--- config.mk ---
export PLATFORM = sky130hd
export DESIGN_NAME = ac_motor_vf_ramp_control
export DESIGN_NICKNAME = d
export VERILOG_FILES = /design/src/rtl/ac_motor_pkg.sv /design/src/rtl/ac_motor_vf_map.sv /design/src/rtl/ac_motor_vf_ramp_control.sv
export SDC_FILE = /design/constraint.sdc
export NUM_CORES = 1
export LEC_CHECK = 0
export ABC_AREA = 1
export CAP_MARGIN = 20
export CORE_ASPECT_RATIO = 2
export CORE_MARGIN = 2
export CORE_UTILIZATION = 28
export DETAILED_ROUTE_END_ITERATION = 10
export GPL_TIMING_DRIVEN = 0
export PLACE_DENSITY = 0.56
export SYNTH_ARGS = -nofsm -noshare
export SYNTH_HDL_FRONTEND = slang
export SYNTH_SLANG_ARGS = --single-unit
export TNS_END_PERCENT = 30
--- constraint.sdc ---
create_clock -name clk -period 2.4 [get_ports clk]
set_clock_uncertainty 0.05 [all_clocks]
set_input_delay 0.48 -clock clk [delete_from_list [all_inputs] [get_ports clk]]
set_output_delay 0.48 -clock clk [all_outputs]
set_load 0.005 [all_outputs]
--- src/rtl/ac_motor_pkg.sv ---
`default_nettype none
// +----------------------------------------------------------------------------+
// | Package : ac_motor_pkg                                                     |
// | Shared state encoding and width defaults for the V/f ramp controller.      |
// | Revision: 1.0 - initial release                                            |
// +----------------------------------------------------------------------------+
package ac_motor_pkg;

  localparam int FREQ_W_DEF = 12;
  localparam int U_W_DEF    = 12;
  localparam logic [U_W_DEF-1:0] U_MAX = {U_W_DEF{1'b1}};

  typedef enum logic [2:0] {
    ST_IDLE  = 3'd0,
    ST_RAMP  = 3'd1,
    ST_RUN   = 3'd2,
    ST_STOP  = 3'd3,
    ST_FAULT = 3'd4
  } state_t;

endpackage
`default_nettype wire

--- src/rtl/ac_motor_vf_map.sv ---
`default_nettype none
// +----------------------------------------------------------------------------+
// | Module  : ac_motor_vf_map                                                  |
// | Registered V/f law: u = sat((f*VF_GAIN >> VF_SHIFT) + U_BOOST), gated.     |
// | Revision: 1.0 - initial release                                            |
// +----------------------------------------------------------------------------+
module ac_motor_vf_map
  import ac_motor_pkg::*;
#(
  parameter int FREQ_W   = FREQ_W_DEF,
  parameter int U_W      = U_W_DEF,
  parameter int VF_GAIN  = 8,
  parameter int VF_SHIFT = 3,
  parameter int U_BOOST  = 64
) (
  input  logic              clk,
  input  logic              rst,
  input  logic [FREQ_W-1:0] frequency_i,
  input  logic              enable_i,
  output logic [U_W-1:0]    u_str_o
);

  localparam int P_W = FREQ_W + 8;
  localparam int V_W = P_W + 1;
  localparam logic [V_W-1:0] U_SAT_V = {{(V_W-U_W){1'b0}}, {U_W{1'b1}}};

  logic [P_W-1:0] prod;
  logic [V_W-1:0] volt;
  logic [U_W-1:0] u_str_d;
  logic [U_W-1:0] u_str_q;

  assign prod = P_W'(frequency_i) * P_W'(VF_GAIN);
  assign volt = V_W'(prod >> VF_SHIFT) + V_W'(U_BOOST);

  // enable_i is the next-cycle gate, so u_str drops on the same edge as pwm_en
  always_comb begin
    u_str_d = '0;
    if (enable_i) begin
      u_str_d = (volt > U_SAT_V) ? {U_W{1'b1}} : volt[U_W-1:0];
    end
  end

  always_ff @(posedge clk or posedge rst) begin
    if (rst) begin
      u_str_q <= '0;
    end else begin
      u_str_q <= u_str_d;
    end
  end

  assign u_str_o = u_str_q;

endmodule
`default_nettype wire

--- src/rtl/ac_motor_vf_ramp_control.sv ---
`default_nettype none
// +----------------------------------------------------------------------------+
// | Module  : ac_motor_vf_ramp_control                                         |
// | Run sequencer: slew-limited frequency ramp, V/f magnitude, fault latch.    |
// | Revision: 1.0 - initial release                                            |
// +----------------------------------------------------------------------------+
module ac_motor_vf_ramp_control
  import ac_motor_pkg::*;
#(
  parameter int FREQ_W   = FREQ_W_DEF,
  parameter int U_W      = U_W_DEF,
  parameter int RAMP_DIV = 1000,
  parameter int VF_GAIN  = 8,
  parameter int VF_SHIFT = 3,
  parameter int U_BOOST  = 64
) (
  input  logic              clk,
  input  logic              rst,
  input  logic              start_i,
  input  logic              stop_i,
  input  logic [FREQ_W-1:0] target_freq_i,
  input  logic              fault_in_i,
  input  logic              fault_clr_i,
  output logic [FREQ_W-1:0] frequency_o,
  output logic [U_W-1:0]    u_str_o,
  output logic              pwm_en_o,
  output logic              at_speed_o,
  output logic [2:0]        state_o
);

  localparam int PRESC_W = (RAMP_DIV > 2) ? $clog2(RAMP_DIV) : 1;
  localparam logic [PRESC_W-1:0] PRESC_MAX = PRESC_W'(RAMP_DIV - 1);

  state_t              state_q,    state_d;
  logic [FREQ_W-1:0]   freq_q,     freq_d;
  logic [PRESC_W-1:0]  presc_q,    presc_d;
  logic                pwm_en_q,   pwm_en_d;
  logic                at_speed_q, at_speed_d;

  logic                tick;
  logic [PRESC_W-1:0]  presc_step;
  logic                tgt_zero;
  logic                start_ok;

  assign tick       = (presc_q == PRESC_MAX);
  assign presc_step = tick ? '0 : presc_q + PRESC_W'(1);
  assign tgt_zero   = (target_freq_i == '0);
  assign start_ok   = start_i && !stop_i && !tgt_zero;

  always_comb begin
    state_d    = state_q;
    freq_d     = freq_q;
    presc_d    = '0;
    pwm_en_d   = pwm_en_q;
    at_speed_d = 1'b0;

    if (fault_in_i) begin
      state_d  = ST_FAULT;
      freq_d   = '0;
      pwm_en_d = 1'b0;
    end else begin
      case (state_q)
        ST_IDLE: begin
          freq_d   = '0;
          pwm_en_d = 1'b0;
          if (start_ok) begin
            state_d  = ST_RAMP;
            pwm_en_d = 1'b1;
          end
        end

        ST_RAMP: begin
          if (stop_i || tgt_zero) begin
            state_d = ST_STOP;
          end else begin
            presc_d = presc_step;
            if (tick) begin
              if (freq_q < target_freq_i) begin
                freq_d = freq_q + FREQ_W'(1);
              end else if (freq_q > target_freq_i) begin
                freq_d = freq_q - FREQ_W'(1);
              end
            end
            // Arrival (or a target moved onto the current value) ends the ramp
            if (freq_d == target_freq_i) begin
              state_d    = ST_RUN;
              at_speed_d = 1'b1;
            end
          end
        end

        ST_RUN: begin
          if (stop_i || tgt_zero) begin
            state_d = ST_STOP;
          end else if (target_freq_i != freq_q) begin
            state_d = ST_RAMP;
          end else begin
            at_speed_d = 1'b1;
          end
        end

        ST_STOP: begin
          if (start_ok) begin
            state_d = ST_RAMP;
          end else begin
            presc_d = presc_step;
            if (tick && (freq_q != '0)) begin
              freq_d = freq_q - FREQ_W'(1);
            end
            if (freq_d == '0) begin
              state_d  = ST_IDLE;
              pwm_en_d = 1'b0;
            end
          end
        end

        ST_FAULT: begin
          freq_d   = '0;
          pwm_en_d = 1'b0;
          if (fault_clr_i) begin
            state_d = ST_IDLE;
          end
        end

        default: begin
          state_d  = ST_IDLE;
          freq_d   = '0;
          pwm_en_d = 1'b0;
        end
      endcase
    end

    if (state_d != state_q) begin
      presc_d = '0;
    end
  end

  always_ff @(posedge clk or posedge rst) begin
    if (rst) begin
      state_q    <= ST_IDLE;
      freq_q     <= '0;
      presc_q    <= '0;
      pwm_en_q   <= 1'b0;
      at_speed_q <= 1'b0;
    end else begin
      state_q    <= state_d;
      freq_q     <= freq_d;
      presc_q    <= presc_d;
      pwm_en_q   <= pwm_en_d;
      at_speed_q <= at_speed_d;
    end
  end

  ac_motor_vf_map #(
    .FREQ_W   (FREQ_W),
    .U_W      (U_W),
    .VF_GAIN  (VF_GAIN),
    .VF_SHIFT (VF_SHIFT),
    .U_BOOST  (U_BOOST)
  ) u_vf_map (
    .clk         (clk),
    .rst         (rst),
    .frequency_i (freq_q),
    .enable_i    (pwm_en_d),
    .u_str_o     (u_str_o)
  );

  assign frequency_o = freq_q;
  assign pwm_en_o    = pwm_en_q;
  assign at_speed_o  = at_speed_q;
  assign state_o     = state_q;

endmodule
`default_nettype wire
After elaboration in Yosys (flattened, before gate mapping)
Index checks and enable logic that the tools add are counted.

Bits in registers: 39. Input bits: 18. Output and inout port bits: 29. Logic and storage cells: 79.

Reduce and logical (&&, ||, !) cells: 12. Equal/unequal tests: 11. Muxes and demuxes: 43. Magnitude comparators: 3. Add/sub/neg operators: 4.

Operators by type and width (count): two-way mux 12 bit (15); two-way mux 10 bit (5); case mux 12 bit (3 select lines) (1); two-way mux 3 bit (9); logical NOT 12 bit (2); > comparator 21 x 12 -> 1 bit (second input constant) (1); case mux 10 bit (2 select lines) (1); case mux 3 bit (5 select lines) (1); adder 12 x 7 -> 13 bit (second input constant) (1); adder 12 x 1 -> 12 bit (second input constant) (1); equality test 12 bit (1); > comparator 12 bit (1); less-than comparator 12 bit (1); inequality test 12 bit (1); nonzero test 12 bit (1); subtractor 12 x 1 -> 12 bit (second input constant) (1); adder 10 x 1 -> 10 bit (second input constant) (1); equality test 10 bit (second input constant) (1); two-way mux 1 bit (9); equality test 3 x 2 -> 1 bit (second input constant) (2); inequality test 3 bit (second input constant) (2); equality test 3 x 1 -> 1 bit (second input constant) (1); equality test 3 bit (second input constant) (1); logical AND 1 bit (3); 9 further kinds (10).

Longest topological paths before layout
Gate-level depths: netlist of the first run.

Depth after elaboration: 14. Depth in mapped cells: 27. Gate-level depth less buffers: 27.

By module
A second synthesis of the first run with hierarchy kept.

Cell total of the unflattened synthesis: 594. Area, all modules: 3843.7 sq um.

By module, submodules not included: ac_motor_vf_ramp_control (seq. area each 675.6 sq um, area an instance 3275.6 sq um, instances 1, cells each 531); ac_motor_vf_map (seq. area each 300.3 sq um, area an instance 568.0 sq um, instances 1, cells each 63).

Worst setup path after synthesis of the first run
Ideal clock, no wire load.

Kind: input-to-reg. Start: input target_freq_i[11]. End: register presc_q[0]. Cell stages on the path: 22. Arrival: 2576 ps. Path buffers: 1. Path slack: -298 ps. Library setup time: 72 ps. Required time: 2278 ps. Path through: inv_1 > ha_1 > nand2_1 > inv_2 > nand2_2 > inv_2 > a21oi_2 > buf_4 > nand3_1 > nand2_1 > nand2_1 > nand3_1 > nand2_1 > nor2_1 > nand2_1 > nor2_2 > nand3_1 > nand2_1 > nand2_2 > a21oi_4 > nand3_4 > nor2_2.

Cells in the longest elaborated chain, start to end: 14. Elaborated cells on any way between the ends: 28. Those cells by class: order compare: 2; eq/ne: 3; mux: 19; reduce/logical: 4.

RTL lines: start, declared (line ac_motor_vf_ramp_control.sv:21) `input logic [FREQ_W-1:0] target_freq_i,`; > comparator 12 bit (line ac_motor_vf_ramp_control.sv:80) `end else if (freq_q > target_freq_i) begin`; two-way mux 12 bit (line ac_motor_vf_ramp_control.sv:80); two-way mux 12 bit (line ac_motor_vf_ramp_control.sv:78) `if (freq_q < target_freq_i) begin`; two-way mux 12 bit (line ac_motor_vf_ramp_control.sv:77) `if (tick) begin`; two-way mux 12 bit (line ac_motor_vf_ramp_control.sv:73) `if (stop_i || tgt_zero) begin`; two-way mux 12 bit (line ac_motor_vf_ramp_control.sv:62) `case (state_q)`; two-way mux 12 bit (line ac_motor_vf_ramp_control.sv:57) `if (fault_in_i) begin`; equality test 12 bit (line ac_motor_vf_ramp_control.sv:85) `if (freq_d == target_freq_i) begin`; two-way mux 3 bit (line ac_motor_vf_ramp_control.sv:85); two-way mux 3 bit (line ac_motor_vf_ramp_control.sv:73); case mux 3 bit (5 select lines) (line ac_motor_vf_ramp_control.sv:62); two-way mux 3 bit (line ac_motor_vf_ramp_control.sv:57); inequality test 3 bit (line ac_motor_vf_ramp_control.sv:133) `if (state_d != state_q) begin`; two-way mux 10 bit * (line ac_motor_vf_ramp_control.sv:133); via presc_d[0] (line ac_motor_vf_ramp_control.sv:36) `logic [PRESC_W-1:0] presc_q, presc_d;`; end signal, assigned (line ac_motor_vf_ramp_control.sv:148) `presc_q <= presc_d;`; end, declared (line ac_motor_vf_ramp_control.sv:36).

The timed path passes the listed nets; every way through them passes the cells marked *. The select of a mux whose other input is x is not followed. A chain may end at the register's enable or synchronous reset.

Worst setup path after layout of the first run
Start: register freq_q[6], in the netlist frequency_o[6]. End: register presc_q[3].

Cells in the longest elaborated chain, start to end: 14. Elaborated cells on any way between the ends: 29. Those cells by class: add/sub: 2; order compare: 2; eq/ne: 3; mux: 19; reduce/logical: 3.

RTL lines: start, declared (line ac_motor_vf_ramp_control.sv:35) `logic [FREQ_W-1:0] freq_q, freq_d;`; start signal, assigned (line ac_motor_vf_ramp_control.sv:147) `freq_q <= freq_d;`; subtractor 12 x 1 -> 12 bit / > comparator 12 bit (equally long branches) (line ac_motor_vf_ramp_control.sv:81, ac_motor_vf_ramp_control.sv:108, ac_motor_vf_ramp_control.sv:80); two-way mux 12 bit (line ac_motor_vf_ramp_control.sv:80); two-way mux 12 bit (line ac_motor_vf_ramp_control.sv:78); two-way mux 12 bit (line ac_motor_vf_ramp_control.sv:77); two-way mux 12 bit (line ac_motor_vf_ramp_control.sv:73); two-way mux 12 bit (line ac_motor_vf_ramp_control.sv:62); two-way mux 12 bit (line ac_motor_vf_ramp_control.sv:57); equality test 12 bit (line ac_motor_vf_ramp_control.sv:85); two-way mux 3 bit (line ac_motor_vf_ramp_control.sv:85); two-way mux 3 bit (line ac_motor_vf_ramp_control.sv:73); case mux 3 bit (5 select lines) * (line ac_motor_vf_ramp_control.sv:62); two-way mux 3 bit * (line ac_motor_vf_ramp_control.sv:57); via state_d[1] (line ac_motor_vf_ramp_control.sv:34) `state_t state_q, state_d;`; inequality test 3 bit * (line ac_motor_vf_ramp_control.sv:133); two-way mux 10 bit * (line ac_motor_vf_ramp_control.sv:133); via presc_d[3] (line ac_motor_vf_ramp_control.sv:36).

Marks and branches as above.

==> results of run 1 <==
-- routing by layer --
metal,vias up,wire [um]
li1,1993,-
met1,1960,4630
met2,99,7990
met3,53,367
met4,0,1100
met5,-,0
-- repair_timing --
action                                 in CTS  in global routing
gates resized for setup                    85                 81
setup endpoints to repair                  38                 38
pin swaps                                  31                 43
buffers inserted                           29                  6
endpoints found under the hold margin       0                  0
gates cloned                                2                  0
-- through the flow --
step	TNS [ps]	utilization, %	total power [mW]
finish	-17830	41.0	1.63
detailed placement	-47870	35.0	0.847
global route	-23970	41.0	1.69
global placement	-46270	35.0	0.844
CTS	-21170	39.5	1.65
floorplan	-4190	-	0.772
-- sequential cells by signal, summed over array words and instances, names as in the netlist --
| signal | flops |
|---|---|
| at_speed_o | 1 |
| frequency_o | 12 |
| presc_q | 10 |
| pwm_en_o | 1 |
| state_o | 3 |
| u_vf_map.u_str_o | 12 |
-- logic make-up after synthesis --
family | share of synthesized area [%]
adders and majority gates | 6.41
and+or+nand+nor | 41.7
AOI/OAI and AO/OA | 11.2
DFF | 26.3
buffers and inverters | 10.8
xor gates and xnor gates | 3.54
-- final timing paths --
check	startpoint	to	slack (ps)	depth (start not counted)
setup / recovery	frequency_o[6]	presc_q[3]	-730	19
hold / removal	presc_q[0]	presc_q[0]	540	3
setup reg to reg	frequency_o[6]	presc_q[3]	-730	19
hold reg to reg	presc_q[0]	presc_q[0]	540	3
max in group asynchronous	rst	frequency_o[9]	1060	2
min in group asynchronous	rst	u_vf_map.u_str_o[6]	640	2
-- critical path: stages (launching register included) --
cell	delay [ps]
dfrtp_2	440
buf_8	170
clkinvlp_4	120
ha_1	220
nand2_1	80
nor2_2	50
a21oi_4	170
buf_6	180
nand2_1	50
o21ai_1	90
nand2_1	110
nor3_4	270
nand3b_1	220
a21oi_2	230
nand2_2	90
nand2_4	80
inv_2	50
nand2_2	110
nand3_4	140
nor2_2	110
-- power groups by stage --
stage          clock (mW)  combinational (mW)  sequential [mW]
5_1_grt             0.820               0.208            0.665
3_3_place_gp            0               0.168            0.677
3_5_place_dp            0               0.170            0.677
4_1_cts             0.801               0.182            0.664
2_1_floorplan           0              0.0956            0.676
6_report            0.775               0.189            0.665
-- cell usage in the layout (no fill, tap or decap), drive strengths merged --
| cell type | netlist | layout |
|---|---|---|
| a22oi | 1 | 1 |
| xnor2 | 4 | 4 |
| o22ai | 7 | 7 |
| a21oi | 28 | 28 |
| clkdlybuf4s50 | 0 | 34 |
| inv | 69 | 67 |
| nor3b | 1 | 1 |
| o21ai | 28 | 28 |
| nand4 | 9 | 9 |
| clkdlybuf4s15 | 0 | 2 |
| buf | 15 | 53 |
| nor3 | 9 | 9 |
| xor2 | 11 | 11 |
| nand3 | 80 | 81 |
| o21bai | 1 | 1 |
| clkinv | 3 | 5 |
| bufinv | 0 | 1 |
| a31o | 1 | 1 |
| nand3b | 3 | 3 |
| o211a | 1 | 1 |
| dfrtp | 39 | 39 |
| clkinvlp | 0 | 2 |
| o211ai | 2 | 2 |
| ha | 19 | 19 |
| clkbuf | 5 | 11 |
| a41oi | 1 | 1 |
| o2111ai | 1 | 1 |
| nand2 | 165 | 165 |
| nor2 | 51 | 51 |
| nor4 | 4 | 4 |
-- layout make-up --
type / instances / area [um^2] / share of cell area, %
Buffer: 20 / 164 / 3.08
Clock buffer: 5 / 125 / 2.35
Timing Repair Buffer: 75 / 662 / 12.4
Multi-Input combinational cell: 428 / 2840 / 53.4
Sequential cell: 39 / 986 / 18.5
Clock inverter: 3 / 43.8 / 0.822
Tap cell: 152 / 190 / 3.57
Inverter: 72 / 313 / 5.87
==> impl_metrics.csv, run 1 <==
group,metric,value,unit
clock_tree,clk_pin_slew_worst_paths,60,ps
worst_setup_path,cp.arrival,3300,ps
die,core.rowCount,59,
timing,max_freq,0.319,GHz
clock_tree,root_buffer,"clkbuf_16",
worst_setup_path,crit_type,"register to register",
pwr,power_frac_comb,11.6,%
die,die-area,14200,um^2
pwr,switching_share,25.3,%
global_routing,antenna_found_initial,0,
route,drc,0,
pwr,irDropWorstVdd,0.000584,V
final_layout,area_growth,43.7,%
pwr,internal_power,1.22,mW
timing,period_needed,3130,ps
worst_setup_path,start_kind,"register",
die,start_util,28.5,%
pwr,cellLeakagePower,2.38,nW
placement,dpl.hpwl,10.9,mm
global_routing,grt_pass1_vias,4284,
placement,port_buffers,46,
timing,setup_viol,37,
synth,syn_nets,595,
synth,synthCells,558,
route,wl_per_cell,17.7,um
clock_tree,cts_buffers,5,
route,ant_nets,0,
synth,ys_seq_area_share,26.3,%
pwr,p_switching,0.412,mW
clock_tree,cts_hold_buf,0,
synth,yosysWarnings,0,
synth,synth_top_area_cell,"dfrtp_1",
timing,drv_slew,0,
global_routing,grt_use_met2,38.4,%
synth,ys.flop_type,"dfrtp_1",
global_routing,top_usage_layer,"met2",
synth,synth_commonest_cells,"nand2_1, nand3_1, inv_1",
route,dr.pass1.iters,5,
clock_tree,worstSkewPairLatency,290,ps
final_layout,fill_cells,1368,
global_routing,track_usage,19.9,%
placement,placed_area,4550,um^2
route,drt-total-wl,14.1,mm
final_layout,instances_no_fill,794,
final_layout,stdcell_area,5330,um^2
clock_tree,cts.path.max_buffers,2,
placement,dpl_worst_slack,-1550,ps
timing,hold_ws,540,ps
timing,hold_viol_final,0,
synth,synthArstFlopShare,100,%
clock_tree,htreeDepth,2,
clock_tree,clock-sinks,39,
run_status,outcome,"complete, but fails checks",
pwr,p_seq_share,40.8,%
timing,tightest_slew,865,ps
timing,rsz0062_at_grt,"true",
synth,synth-seq-cells,39,
global_routing,grt_overflow,0,
placement,gp_congestion,0.913,
global_routing,grt_max_degree,40,
route,avgViaCountPerCell,5.17,
synth,syn-cell-area,3710,um^2
die,die_h,167,um
die,io_pins,47,
die,coreArea,13000,um^2
timing,relSlewSlack,42.2,%
worst_setup_path,cp-end-kind,"register",
worst_setup_path,required,2570,ps
synth,synth_edf_count,0,
global_routing,grtUsageMet3,1.98,%
global_routing,grt_pass1_wl,21.8,mm
final_layout,num_antenna_cells,0,
final_layout,fin_nets,678,
placement,dp.cells,756,
synth,synth.top_cell.area_share,26.3,%
synth,syn_area_per_cell,6.65,um^2
pwr,clockPowerShare,47.6,%
synth,ys_types,41,
final_layout,drive_gt1_share,36.6,%
synth,synth.most_common_cell,"nand2_1",
clock_tree,cts_tree,"done",
timing,setup_slack,-731,ps
pwr,power_density,306,nW/um^2
route,drt-initial-drc-count,198,
die,die_x,85.4,um
run,max_cap_viol_count,0,
timing,finalCritPeriodShare,130,%
route,vias,4105,
synth,synthTopCellsByArea,"dfrtp_1, nand2_1, nand3_1",
worst_setup_path,path_max_fanout,10,
global_routing,gr-usage-met1,18.2,%
run_status,violations,"setup timing",
min_path,hold_class,"register to register",
No activity file was read; power rests on OpenSTA's default activity.
==> run 2: changes to the inputs <==
CORE_UTILIZATION = 30   (was 28)
CTS_CLUSTER_DIAMETER = 30   (was not set)
PLACE_DENSITY = 0.58   (was 0.56)
==> run 2 against run 1 <==
The flow still finishes with violations (setup timing); maximum frequency decreased by 0.94%; wire length increased by 0.85%; flip-flop and latch count unchanged; total power decreased by 5.6%; sequential share of layout area increased by 0.67 points; first-iteration DRC count increased by 47%; global-route usage increased by 2.3 points; combinational power decreased by 6%; die area decreased by 6.4%; critical path type unchanged.
==> impl_metrics.csv, run 2 (synthesis results as in run 1) <==
group,metric,value,unit
timing,max_freq,0.316,GHz
worst_setup_path,path_max_fanout,5,
clock_tree,cts.path.max_buffers,2,
global_routing,antenna_found_initial,0,
placement,port_buffers,46,
worst_setup_path,crit_type,"register to register",
timing,relSlewSlack,34.2,%
clock_tree,root_buffer,"clkbuf_16",
die,io_pins,47,
die,die_x,82.6,um
timing,finalCritPeriodShare,132,%
clock_tree,clk_pin_slew_worst_paths,70,ps
min_path,hold_class,"register to register",
run_status,outcome,"complete, but fails checks",
timing,hold_viol_final,0,
clock_tree,htreeDepth,2,
pwr,irDropWorstVdd,0.000450,V
final_layout,drive_gt1_share,28.8,%
timing,hold_ws,556,ps
route,avgViaCountPerCell,5.36,
die,core.rowCount,57,
placement,placed_area,4540,um^2
final_layout,register_area,985,um^2
route,drt-initial-drc-count,292,
worst_setup_path,required,2570,ps
worst_setup_path,r2r_end,"presc_q[5]",
clock_tree,clock-sinks,39,
placement,dpl_worst_slack,-1530,ps
worst_setup_path,ff2ff_setup_slack,-760,ps
final_layout,num_antenna_cells,0,
global_routing,grt_pass1_wl,22.2,mm
clock_tree,worstSkewPairLatency,300,ps
worst_setup_path,crit_path_end,"presc_q[5]",
worst_setup_path,worstRegToRegCells,21,
die,die_h,161,um
final_layout,final_common_cell,"nand2_1",
clock_tree,cts_buffers,5,
run,max_cap_viol_count,0,
worst_setup_path,critPathSlowestCell,"dfrtp_2",
placement,gp_congestion,0.971,
final_layout,stdcell_area,5130,um^2
final_layout,multi_input_area,2650,um^2
timing,drv_slew,0,
global_routing,track_usage,22.2,%
worst_setup_path,crit_start,"frequency_o[7]",
route,drt-total-wl,14.2,mm
die,die-area,13300,um^2
worst_setup_path,cp.arrival,3330,ps
timing,tns,-24020,ps
timing,period_needed,3160,ps
worst_setup_path,crit_path_cell_trace,"ha_4 -> nand4_1 -> nor2_4 -> nand2_4 -> buf_4 -> buf_4 -> nand3_2 -> nand2_1 -> nand2_1 -> nand2_1 -> nand2_1 -> nand2_1 -> nor2_2 -> nand2_2 -> nor2_4 -> nand3_2 -> nand2_2 -> nand2_4 -> a21oi_4 -> nand3_4 -> nor2_2",
worst_setup_path,cp-end-kind,"register",
clock_tree,cts_tree,"done",
final_layout,final_cell_mix,"nand2_1, nand3_1, inv_1",
placement,dpl.hpwl,10.7,mm
worst_setup_path,start_kind,"register",
timing,rsz0062_at_grt,"true",
timing,setup_slack,-761,ps
timing,setup_viol,38,
timing,tightest_slew,978,ps
worst_setup_path,worstReg2RegStart,"frequency_o[7]",
global_routing,grt_overflow,0,
die,start_util,30.6,%
run_status,violations,"setup timing",
final_layout,final_util,42.3,%
worst_setup_path,slowest_delay,440,ps
final_layout,area_growth,38.4,%
route,ant_nets,0,
final_layout,fill_cells,1301,
worst_setup_path,crit_top_cell,"nand2_1",
global_routing,grt_max_degree,40,
die,coreArea,12100,um^2
route,vias,4251,
pwr,cellLeakagePower,2.36,nW
final_layout,fin_nets,682,
route,wl_per_cell,17.9,um
pwr,power_density,300,nW/um^2
route,drc,0,
route,dr.pass1.iters,5,
global_routing,grt_pass1_vias,4346,
-- run 2: worst min-delay path by stage --
| stage | start | end | slack, ps | cells after the start |
|---|---|---|---|---|
| 2_1_floorplan | fault_in_i | at_speed_o | 490 | 1 |
| 3_3_place_gp | presc_q[0] | presc_q[0] | 530 | 3 |
| 3_5_place_dp | presc_q[0] | presc_q[0] | 520 | 3 |
| 4_1_cts | presc_q[0] | presc_q[0] | 540 | 3 |
| 5_1_grt | presc_q[0] | presc_q[0] | 590 | 3 |
| 6_report | presc_q[0] | presc_q[0] | 560 | 3 |
-- run 2: what timing repair did --
action | in CTS | in global routing
cloned | 2 | 0
buffers inserted | 27 | 5
pin swaps | 29 | 32
setup endpoints to repair | 38 | 38
resized for setup | 79 | 22
hold buffers | 0 | 0
-- run 2: worst max-delay path: cells and delay by family (launching register included) --
| kind | cells | cell delay, ps |
|---|---|---|
| and+or+nand+nor | 17 | 1830 |
| DFF | 1 | 440 |
| adders and majority gates | 1 | 280 |
| buffers and inverters | 2 | 270 |
| AOI/OAI and AO/OA | 1 | 210 |
-- run 2: where the power goes --
group	switching (mW)	internal, mW	total [mW]
Clock	0.307	0.389	0.696
Combinational	0.115	0.0623	0.177
Sequential	0.00456	0.660	0.664
Total	0.426	1.11	1.54
-- run 2: routing by layer --
layer,up-vias,wire (um),track usage [%]
met5,-,0,0
met4,0,1030,14.5
met3,68,467,2.46
li1,2024,-,-
met2,148,7870,41.2
met1,2011,4830,21.7
-- run 2: stage by stage --
stage | total power [mW] | instances
2_1_floorplan | 0.772 | 558
3_3_place_gp | 0.844 | 751
3_5_place_dp | 0.846 | 751
4_1_cts | 1.55 | 788
5_1_grt | 1.59 | 793
6_report | 1.54 | 793
-- run 2: cell type report --
type | instances | area share [%]
clock buffer | 5 | 2.44
sequential | 39 | 19.2
timing repair buffer | 79 | 13.6
inverter | 72 | 6.02
buffer | 20 | 3.07
multi-input combinational | 428 | 51.6
clock inverter | 3 | 0.463
tap | 147 | 3.58
==> run 3: changes to the inputs <==
CORE_UTILIZATION = 35   (was 30)
PLACE_DENSITY = 0.65   (was 0.58)
==> run 3 against run 2 <==
The run still ends with setup timing left; total power decreased by 2.5%; register-to-register slack improved by 20 ps; worst setup slack improved by 16 ps; first-iteration DRC count increased by 5.5%; global-route usage increased by 1.8 points; wire length decreased by 3.3%; maximum frequency increased by 0.52%; clock-buffer cell count increased by 2; sequential share of layout area decreased by 0.051 points; cell count decreased by 1.4%; critical endpoint is now presc_q[4]; largest power group is now sequential cells.
==> impl_metrics.csv, run 3 (synthesis results as in run 1) <==
group,metric,value,unit
clock_tree,worstSkewPairLatency,290,ps
die,core.rowCount,53,
global_routing,grt_pass1_vias,4193,
worst_setup_path,crit_path_end,"presc_q[4]",
clock_tree,root_buffer,"clkbuf_16",
final_layout,final_cell_mix,"nand2_1, nand3_1, inv_1",
route,dr.pass1.iters,6,
final_layout,area_growth,38.8,%
pwr,p_switching,0.391,mW
timing,finalCritPeriodShare,131,%
timing,rsz0062_at_grt,"true",
worst_setup_path,required,2560,ps
pwr,irDropWorstVdd,0.000446,V
timing,setup_slack,-745,ps
pwr,power_density,291,nW/um^2
timing,hold_viol_final,0,
worst_setup_path,crit_cells,20,
route,ant_nets,0,
timing,max_freq,0.318,GHz
final_layout,num_antenna_cells,0,
route,drt-total-wl,13.7,mm
run_status,violations,"setup timing",
die,die_x,76.8,um
final_layout,fin_nets,681,
worst_setup_path,crit_top_cell,"nand2_1",
pwr,switching_share,26.1,%
worst_setup_path,crit_type,"register to register",
pwr,p_seq_share,44.3,%
global_routing,antenna_found_initial,0,
clock_tree,htreeDepth,2,
worst_setup_path,cp.arrival,3310,ps
timing,drv_slew,0,
pwr,internal_power,1.11,mW
worst_setup_path,cp-end-kind,"register",
placement,placed_area,4530,um^2
placement,port_buffers,46,
timing,period_needed,3140,ps
global_routing,grt_overflow,0,
timing,tightest_slew,853,ps
clock_tree,cts_hold_buf,0,
route,drc,0,
final_layout,stdcell_area,5150,um^2
route,vias,4197,
clock_tree,cts_tree,"done",
route,wl_per_cell,17.6,um
route,drt-initial-drc-count,308,
worst_setup_path,worstRegToRegCells,20,
final_layout,drive_gt1_share,29.9,%
worst_setup_path,r2r_end,"presc_q[4]",
global_routing,grt_max_degree,40,
pwr,clockPowerShare,43.7,%
clock_tree,cts_buffers,5,
global_routing,track_usage,23.9,%
final_layout,final_common_cell,"nand2_1",
die,die-area,11500,um^2
die,die_h,150,um
clock_tree,clk_pin_slew_worst_paths,60,ps
die,coreArea,10400,um^2
worst_setup_path,ff2ff_setup_slack,-740,ps
worst_setup_path,crit_start,"frequency_o[7]",
placement,gp_congestion,0.988,
pwr,power_frac_comb,12.0,%
clock_tree,cts.path.max_buffers,2,
route,avgViaCountPerCell,5.37,
worst_setup_path,path_max_fanout,6,
pwr,cellLeakagePower,2.37,nW
worst_setup_path,start_kind,"register",
timing,tns,-17660,ps
worst_setup_path,slowest_delay,450,ps
timing,setup_viol,38,
global_routing,grt_pass1_wl,21.2,mm
timing,relSlewSlack,43.1,%
min_path,hold_class,"register to register",
final_layout,final_util,49.4,%
die,start_util,35.6,%
worst_setup_path,cp_num_buf_inv,1,
clock_tree,clock-sinks,39,
run,max_cap_viol_count,0,
worst_setup_path,crit_path_cell_trace,"ha_4 -> nand4_1 -> nor2_4 -> nand2_4 -> nand3_4 -> buf_8 -> nand2_1 -> nand3_1 -> nand2_1 -> nand2_1 -> nand2_1 -> nor2_1 -> nand2_1 -> nor2_4 -> nand3_2 -> nand2_2 -> nand2_4 -> a21oi_4 -> nand3_4 -> nor2_2",
worst_setup_path,critPathSlowestCell,"dfrtp_2",
worst_setup_path,worstReg2RegStart,"frequency_o[7]",
placement,dpl.hpwl,10.3,mm
run_status,outcome,"complete, but fails checks",
worst_setup_path,cp_top_family,"simple AND/OR/NAND/NOR gates",
die,io_pins,47,
run 3: cell count changes in the layout (fill, tap and decap cells not counted), sizes merged:
cell,change
clkbuf,+1
inv,+1
buf,-2
clkinvlp,-3
clkdlybuf4s15,+2
run 3: cell type report:
type / instances / area [um^2]
fillers: 1056 / 5260
multi-input cells: 428 / 2700
flip-flops and latches: 39 / 985
repair buffers: 78 / 686
inverters: 72 / 308
well taps: 137 / 171
plain buffers: 20 / 160
clock buffers: 7 / 133
clock inverters: 1 / 5.00
run 3: worst min path at each step:
stage | slack [ps] | cells after the start | endpoint | from
5_1_grt | 560 | 3 | presc_q[0] | presc_q[0]
4_1_cts | 530 | 3 | presc_q[0] | presc_q[0]
3_3_place_gp | 520 | 3 | presc_q[0] | presc_q[0]
2_1_floorplan | 490 | 1 | at_speed_o | fault_in_i
3_5_place_dp | 520 | 3 | presc_q[0] | presc_q[0]
6_report | 520 | 3 | presc_q[0] | presc_q[0]
run 3: power by group through the flow:
stage                     registers, mW  clock network, mW  logic (mW)
after floorplan                   0.676                  0      0.0956
after global placement            0.677                  0       0.166
after detailed placement          0.677                  0       0.168
after CTS                         0.665              0.669       0.177
after global routing              0.665              0.699       0.197
final                             0.665              0.655       0.180
run 3: metrics by stage:
| stage | worst slack, ps | hold WS [ps] | power (mW) | std cells |
|---|---|---|---|---|
| 2_1_floorplan | -279 | 493 | 0.772 | 558 |
| 3_3_place_gp | -1480 | 517 | 0.843 | 741 |
| 3_5_place_dp | -1490 | 517 | 0.845 | 741 |
| 4_1_cts | -735 | 529 | 1.51 | 776 |
| 5_1_grt | -881 | 562 | 1.56 | 782 |
| 6_report | -745 | 522 | 1.50 | 782 |
run 3: worst reg2reg max path: cells and delay by family (launching register included):
| family | cells | cell delay, ps |
|---|---|---|
| AOI/OAI and AO/OA | 1 | 220 |
| DFF | 1 | 450 |
| and+or+nand+nor | 17 | 1900 |
| adders and majority gates | 1 | 290 |
| buffers and inverters | 1 | 160 |
run 3: timing repair:
| action | CTS | global route |
|---|---|---|
| resized for setup | 81 | 35 |
| cloned | 2 | 0 |
| pin swaps | 21 | 38 |
| endpoints found under the setup margin | 38 | 38 |
| hold endpoints to repair | 0 | 0 |
| setup buffers | 25 | 6 |
run 3: metal layers:
| metal | vias to the layer above | part of all wire [%] | routed length [um] | GRT usage, % |
|---|---|---|---|---|
| met5 | - | 0 | 0 | 0 |
| met4 | 0 | 9.4 | 1290 | 20.6 |
| met3 | 85 | 4.3 | 587 | 2.71 |
| met2 | 178 | 54 | 7380 | 45.6 |
| met1 | 1931 | 33 | 4470 | 22.0 |
| li1 | 2003 | - | - | - |
